<file path="config.mk">
export PLATFORM = sky130hd
export DESIGN_NAME = period_meter
export DESIGN_NICKNAME = d
export VERILOG_FILES = /design/src/rtl/period_meter.sv
export SDC_FILE = /design/constraint.sdc
export NUM_CORES = 1
export LEC_CHECK = 0
export CAP_MARGIN = 40
export CORE_MARGIN = 5
export CORE_UTILIZATION = 50
export CTS_BUF_LIST = sky130_fd_sc_hd__clkbuf_4 sky130_fd_sc_hd__clkbuf_8
export DETAILED_ROUTE_END_ITERATION = 16
export PLACE_DENSITY = 0.75
export SYNTH_ARGS = -nofsm -noshare
export SYNTH_HDL_FRONTEND = slang
export SYNTH_SLANG_ARGS = --single-unit
</file>
<file path="constraint.sdc">
create_clock -name clk -period 1.9 [get_ports clk]
set_input_delay 0.285 -clock clk [delete_from_list [all_inputs] [get_ports clk]]
set_output_delay 0.285 -clock clk [all_outputs]
set_load 0.05 [all_outputs]
</file>
<file path="src/rtl/period_meter.sv">
// Measures the period of a slow, already-synchronous input (fin) in clk cycles,
// flags lock after LOCK_CNT identical periods and reports a timeout on counter saturation.
module period_meter #(
    parameter int CNT_W    = 8,
    parameter int LOCK_CNT = 3
) (
    input  logic             clk,
    input  logic             reset,
    input  logic             fin,
    output logic [CNT_W-1:0] period,
    output logic             period_valid,
    output logic             locked,
    output logic             timeout
);

    typedef enum logic {
        IDLE = 1'b0,
        MEAS = 1'b1
    } state_t;

    localparam logic [CNT_W-1:0] CNT_MAX = {CNT_W{1'b1}};
    localparam logic [CNT_W-1:0] CNT_ONE = {{(CNT_W-1){1'b0}}, 1'b1};
    localparam logic [3:0]       LOCK_M  = 4'(LOCK_CNT);

    state_t           state_reg;
    logic             fin_d_reg;
    logic [CNT_W-1:0] cnt_reg;
    logic [CNT_W-1:0] ref_reg;
    logic [3:0]       m_reg;
    logic [3:0]       m_next;
    logic             fin_rise;

    assign fin_rise = fin & ~fin_d_reg;

    // m_reg == 0 marks the first measurement after IDLE, which always restarts the run.
    always_comb begin
        m_next = 4'd1;
        if ((m_reg != 4'd0) && (cnt_reg == ref_reg)) begin
            m_next = (m_reg >= LOCK_M) ? LOCK_M : m_reg + 4'd1;
        end
    end

    // fin_d resets high so a fin already high at reset release is not an edge.
    always_ff @(posedge clk or posedge reset) begin
        if (reset) begin
            state_reg    <= IDLE;
            fin_d_reg    <= 1'b1;
            cnt_reg      <= '0;
            ref_reg      <= '0;
            m_reg        <= 4'd0;
            period       <= '0;
            period_valid <= 1'b0;
            locked       <= 1'b0;
            timeout      <= 1'b0;
        end else begin
            fin_d_reg    <= fin;
            period_valid <= 1'b0;
            timeout      <= 1'b0;
            case (state_reg)
                IDLE: begin
                    if (fin_rise) begin
                        cnt_reg   <= CNT_ONE;
                        state_reg <= MEAS;
                    end
                end
                MEAS: begin
                    if (fin_rise) begin
                        period       <= cnt_reg;
                        period_valid <= 1'b1;
                        cnt_reg      <= CNT_ONE;
                        ref_reg      <= cnt_reg;
                        m_reg        <= m_next;
                        locked       <= (m_next >= LOCK_M);
                    end else if (cnt_reg == CNT_MAX) begin
                        // Saturated without an edge: drop the run, keep period and ref.
                        timeout   <= 1'b1;
                        state_reg <= IDLE;
                        cnt_reg   <= '0;
                        m_reg     <= 4'd0;
                        locked    <= 1'b0;
                    end else begin
                        cnt_reg <= cnt_reg + CNT_ONE;
                    end
                end
            endcase
        end
    end

endmodule
</file>
==> results by group, run 1 <==
Final layout
  • # diodes: 0
  • Synth-to-Final Area Change: 14.29%
  • # fillers: 200
  • Multi-input gate area: 531.8 um^2
  • FF+latch area: 626.9 um^2
  • Nets: 146
  • Share of cells above drive strength 1: 6.475%
  • Finished Core Util: 61.13%

Route
  • 1st-iter DRT viols: 25
  • Via count: 927
  • Residual DRC count: 0
  • Routed WL: 2.288 mm
  • Drt wl/cell: 13.70 um
  • Vias per cell: 5.551
  • Antenna Nets Post-Route: 0
  • DR pass1 iterations: 4

Yosys
  • Async set or reset register ratio after synthesis: 100.0%
  • Area leader, netlist: dfrtp_1
  • Average instance area after synthesis: 9.739 um^2
  • Seq/Total Area, Yosys: 51.49%
  • Synth area leaders: dfrtp_1, nand2_1, xor2_1
  • Post-Synthesis Cell Area: 1217 um^2
  • Synth Flop Type: dfrtp_1
  • Synth warn: 0
  • Post-synth top cells: nand2_1, dfrtp_1, xor2_1, nor2_1, inv_1
  • Netlist cell types: 36
  • Post-synth EDFFs: 0
  • Most common cell in the netlist: nand2_1
  • Share of the synthesized area in the top cell type: 49.33%
  • Synth Instances: 125
  • Synth Net Count: 131
  • Synthesis-stage register bit count: 25

Clock tree
  • CTS Buf Count: 3
  • TritonCTS clock tree: built
  • Clk pin slew, worst setup/hold paths: 0.13 ns
  • # hold bufs at CTS: 0
  • Post-CTS setup buffers: 0
  • CTS max path bufs: 2
  • Clk root buf: clkbuf_4
  • # resized after CTS: 0
  • CTS Sinks: 25
  • Clk_lat worst skew: 0.30 ns
  • H-tree levels: 1

Setup path
  • Max stage delay on crit path: 0.83 ns
  • CP Capture Type: output port
  • Critical path peak fanout: 3
  • Critical path class: flop to output port
  • Startpoint Class: flop
  • Arr. time, crit path: 1.56 ns
  • Crit-path cells: clkdlybuf4s50_1
  • Family with the most delay on the worst path: buffers and inverters
  • Slowest cell on the critical path: clkdlybuf4s50_1
  • CP bufs+invs: 1
  • Worst Path Required: 1.62 ns

Outcome
  • Run status: finished, final reports clean

Floorplan
  • I/O Pins: 14
  • Die ar.: 3522 um^2
  • Row count: 17
  • Die width: 59.35 um
  • Die Height: 59.35 um
  • Initial core utilization: 53.49%
  • Core Footprint: 2276 um^2

Timing
  • Worst-Margin Slew: 0.5133 ns
  • Tcrit/Tclk final: 96.95%
  • Final min period: 1.842 ns
  • Fin. max-slew vios: 0
  • Final Hold Viols: 0
  • Max-slew headroom: 65.67%
  • Setup repair after global routing missed its margin: no
  • Setup TNS after final layout: 0 ns
  • Final setup skew: 0.002622 ns
  • # setup viols final: 0
  • Fmax: 542.9 MHz

Placed design
  • Input/output buffers: 13
  • DP HPWL: 1.738 mm
  • GP Congestion: 0.8038

Pwr
  • Cell Pwr Density: 1106 nW/um^2
  • Leak Pwr: 0.6695 nW
  • VDD IR max: 0.6372 mV
  • Power Total: 1.538 mW

Global routing
  • First-pass GRT wire length: 4.002 mm
  • Vias in the first global route: 905
  • Total gr overflow: 0
  • GRT Resource Usage Total: 14.71%
  • Largest net degree at the start of global routing: 26
  • Initial antenna violation count: 0

Hold path
  • Worst hold path class: input pin to async pin

Flow run
  • Max-cap viol count: 0
==> layout make-up <==
class,count,share of cell area [%]
Sequential cell,25,45.05
Multi-Input combinational cell,89,38.22
Timing Repair Buffer,15,10.43
Tap cell,28,2.518
Clock buffer,4,2.158
Inverter,6,1.619
==> cells in the final DEF, fill, tap and decap left out, types with 3 or more instances in the layout <==
cell / netlist / layout
nor3_1: 3 / 3
nor2_1: 6 / 6
inv_1: 5 / 5
a21oi_1: 4 / 4
xor2_1: 7 / 7
o21ai_0: 4 / 4
nand4_1: 3 / 3
ha_1: 3 / 3
dfrtp_1: 24 / 24
clkdlybuf4s50_1: 0 / 13
nand3_1: 3 / 3
clkbuf_4: 0 / 4
nand2_1: 29 / 29
xnor2_1: 3 / 3
==> power by group <==
part           total, mW  internal (mW)  switching [mW]
logic              0.549          0.228           0.321
registers          0.751          0.621           0.130
clock network      0.239         0.0960           0.143
total               1.54          0.945           0.593
==> final timing paths <==
| path | slack (ns) | start | depth (start not counted) | to |
|---|---|---|---|---|
| max | 0.06 | ref_reg[0]$_DFFE_PP0P_ | 1 | period[0] |
| min | 0.32 | reset | 3 | ref_reg[1]$_DFFE_PP0P_ |
| max reg2reg | 0.30 | cnt_reg[0]$_DFFE_PP0P_ | 4 | cnt_reg[6]$_DFFE_PP0P_ |
| min reg2reg | 0.53 | locked$_DFFE_PP0P_ | 1 | locked$_DFFE_PP0P_ |
| max in group asynchronous | 1.30 | reset | 3 | fin_d_reg$_DFF_PP1_ |
| min in group clk | 0.45 | fin | 1 | fin_d_reg$_DFF_PP1_ |
==> cell families after synthesis <==
family          synth area share [%]
compound gates                 11.20
xor+xnor                       7.195
fa+ha+maj                      3.084
buf+inv                        4.830
flops                          51.49
mux                           0.8222
simple gates                   21.38
==> metal layers <==
metal,global-route usage (%),part of all wire [%],wire length [um]
met5,0,0,0
met4,5.825,1.4,31
met3,2.179,4.2,96
met2,24.49,49,1127
met1,19.04,45,1032
==> stage by stage <==
stage                     hold slack (ns)  cell area, um^2  instances  setup WS [ns]
final                              0.3158             1391        167        0.05792
after global routing               0.3427             1391        167        0.01424
after CTS                          0.3227             1391        167        0.05399
after detailed placement           0.5069             1361        163         0.2588
after global placement             0.4951             1361        163         0.2854
after floorplan                    0.2895             1217        125         0.3591
Note: power is estimated with default switching activity, not from simulation.
==> run 2: changes to the inputs <==
CAP_MARGIN = 5   (was 40)
CORE_ASPECT_RATIO = 0.7   (was default)
==> run 2 against run 1 <==
Cell count grew 3.6%. Flip-flop and latch count is the same. Total power grew 0.28%. Critical path type unchanged. Critical endpoint is now period[5].
==> results by group, run 2 (synthesized netlist as in run 1, its figures left out) <==
Outcome
  • Run status: finished, final reports clean

Setup path
  • Critical path class: flop to output port
  • CP bufs+invs: 1
  • Startpoint Class: flop
  • CP Capture Type: output port
  • Worst Path Required: 1.62 ns
  • Max stage delay on crit path: 0.83 ns
  • Crit-path cells: clkdlybuf4s50_1
  • Slowest cell on the critical path: clkdlybuf4s50_1
  • Family with the most delay on the worst path: buffers and inverters
  • Critical path peak fanout: 3
  • Arr. time, crit path: 1.56 ns

Final layout
  • Share of cells above drive strength 1: 6.475%
  • Synth-to-Final Area Change: 15.52%
  • Most frequent cells in the layout: nand2_1, dfrtp_1, clkdlybuf4s50_1
  • Finished Core Util: 58.54%
  • Nets: 146
  • Final cell count without fillers: 173
  • Final Instance Area: 1406 um^2
  • # diodes: 0
  • Leading cell type in the layout, fill and taps excluded: nand2_1

Floorplan
  • Core Footprint: 2402 um^2
  • Die ar.: 3537 um^2
  • Die width: 68.98 um
  • Initial core utilization: 50.68%
  • Die Height: 51.29 um
  • Row count: 15
  • I/O Pins: 14

Timing
  • Min Hold Slack: 0.2990 ns
  • Fin. max-slew vios: 0
  • Setup TNS after final layout: 0 ns
  • Final setup skew: 0.004619 ns
  • Tcrit/Tclk final: 96.88%
  • Worst-Margin Slew: 0.5113 ns
  • Max-slew headroom: 65.86%
  • Smallest setup slack after layout: 0.05926 ns
  • Final Hold Viols: 0
  • Fmax: 543.3 MHz
  • Setup repair after global routing missed its margin: no
  • Final min period: 1.841 ns
  • # setup viols final: 0

Pwr
  • Sequential share of power: 48.9%
  • Cell Pwr Density: 1097 nW/um^2
  • Cell internal pwr: 942.5 uW
  • Clock network fraction of design power: 15.5%
  • Leak Pwr: 0.7128 nW
  • Switching Share: 38.90%
  • Combinational Power Share: 35.6%
  • Power Total: 1.543 mW
  • VDD IR max: 0.5165 mV
  • NetSw: 600.1 uW

Clock tree
  • Post-CTS setup buffers: 0
  • CTS max path bufs: 2
  • H-tree levels: 1
  • Clk pin slew, worst setup/hold paths: 0.12 ns
  • # hold bufs at CTS: 0
  • # resized after CTS: 0
  • Clk root buf: clkbuf_4
  • TritonCTS clock tree: built
  • CTS Sinks: 25
  • Clk_lat worst skew: 0.31 ns
  • CTS Buf Count: 3

Placed design
  • DP HPWL: 1.787 mm
  • Post-Place Setup Slack: 0.2123 ns
  • Placed Cells: 169
  • GP Congestion: 0.7912
  • Placed cell area: 1369 um^2
  • Input/output buffers: 13

Route
  • Top layer used by detailed routing: met4
  • Residual DRC count: 0
  • Met2 routed WL: 993 um
  • Drt wl/cell: 13.96 um
  • 1st-iter DRT viols: 43
  • Via count: 913
  • Met1 Routed Length: 1.209 mm
  • Met3 Wirelength: 165 um
  • DR pass1 iterations: 4
  • Antenna Nets Post-Route: 0
  • Routed WL: 2.415 mm
  • Vias per cell: 5.277

Global routing
  • GRT Resource Usage Total: 15.25%
  • Vias in the first global route: 854
  • Total gr overflow: 0
  • Largest net degree at the start of global routing: 26
  • Initial antenna violation count: 0
  • First-pass GRT wire length: 3.939 mm

Flow run
  • Max-cap viol count: 0

Hold path
  • Worst hold path class: input pin to async pin
[run 2: cell count changes in the layout (fill, tap and decap cells not counted), sizes merged]
cell,delta
dlymetal6s2s,+3
clkdlybuf4s50,-3
[run 2: path summary, 6_finish.rpt]
path                                        start                     end  slack (ns)  cells after the start
setup / recovery           ref_reg[5]$_DFFE_PP0P_               period[5]        0.06                      1
hold / removal                              reset     state_reg$_DFF_PP0_        0.30                      3
setup reg to reg           cnt_reg[0]$_DFFE_PP0P_  cnt_reg[6]$_DFFE_PP0P_        0.27                      4
hold reg to reg                locked$_DFFE_PP0P_      locked$_DFFE_PP0P_        0.52                      1
max in group asynchronous                   reset     fin_d_reg$_DFF_PP1_        1.32                      3
min in group clk                              fin     fin_d_reg$_DFF_PP1_        0.45                      1
[run 2: layout make-up]
class                      instances  area [um^2]
inverter                           6        22.52
tap                               34        42.54
timing repair buffer              15        152.6
fill                             232        996.0
sequential                        25        626.9
clock buffer                       4        30.03
multi-input combinational         89        531.8
[run 2: routing by layer]
layer	GRT usage [%]	up-vias
met5	0	-
met3	5.934	9
met1	21.14	426
met2	22.31	29
li1	-	449
met4	3.560	0
[run 2: power by group through the flow]
stage / Clock, mW / Sequential, mW / Combinational (mW)
after floorplan: 0 / 0.823 / 0.343
after global placement: 0 / 0.750 / 0.541
after detailed placement: 0 / 0.763 / 0.546
after CTS: 0.253 / 0.751 / 0.553
after global routing: 0.274 / 0.768 / 0.595
final: 0.239 / 0.754 / 0.549
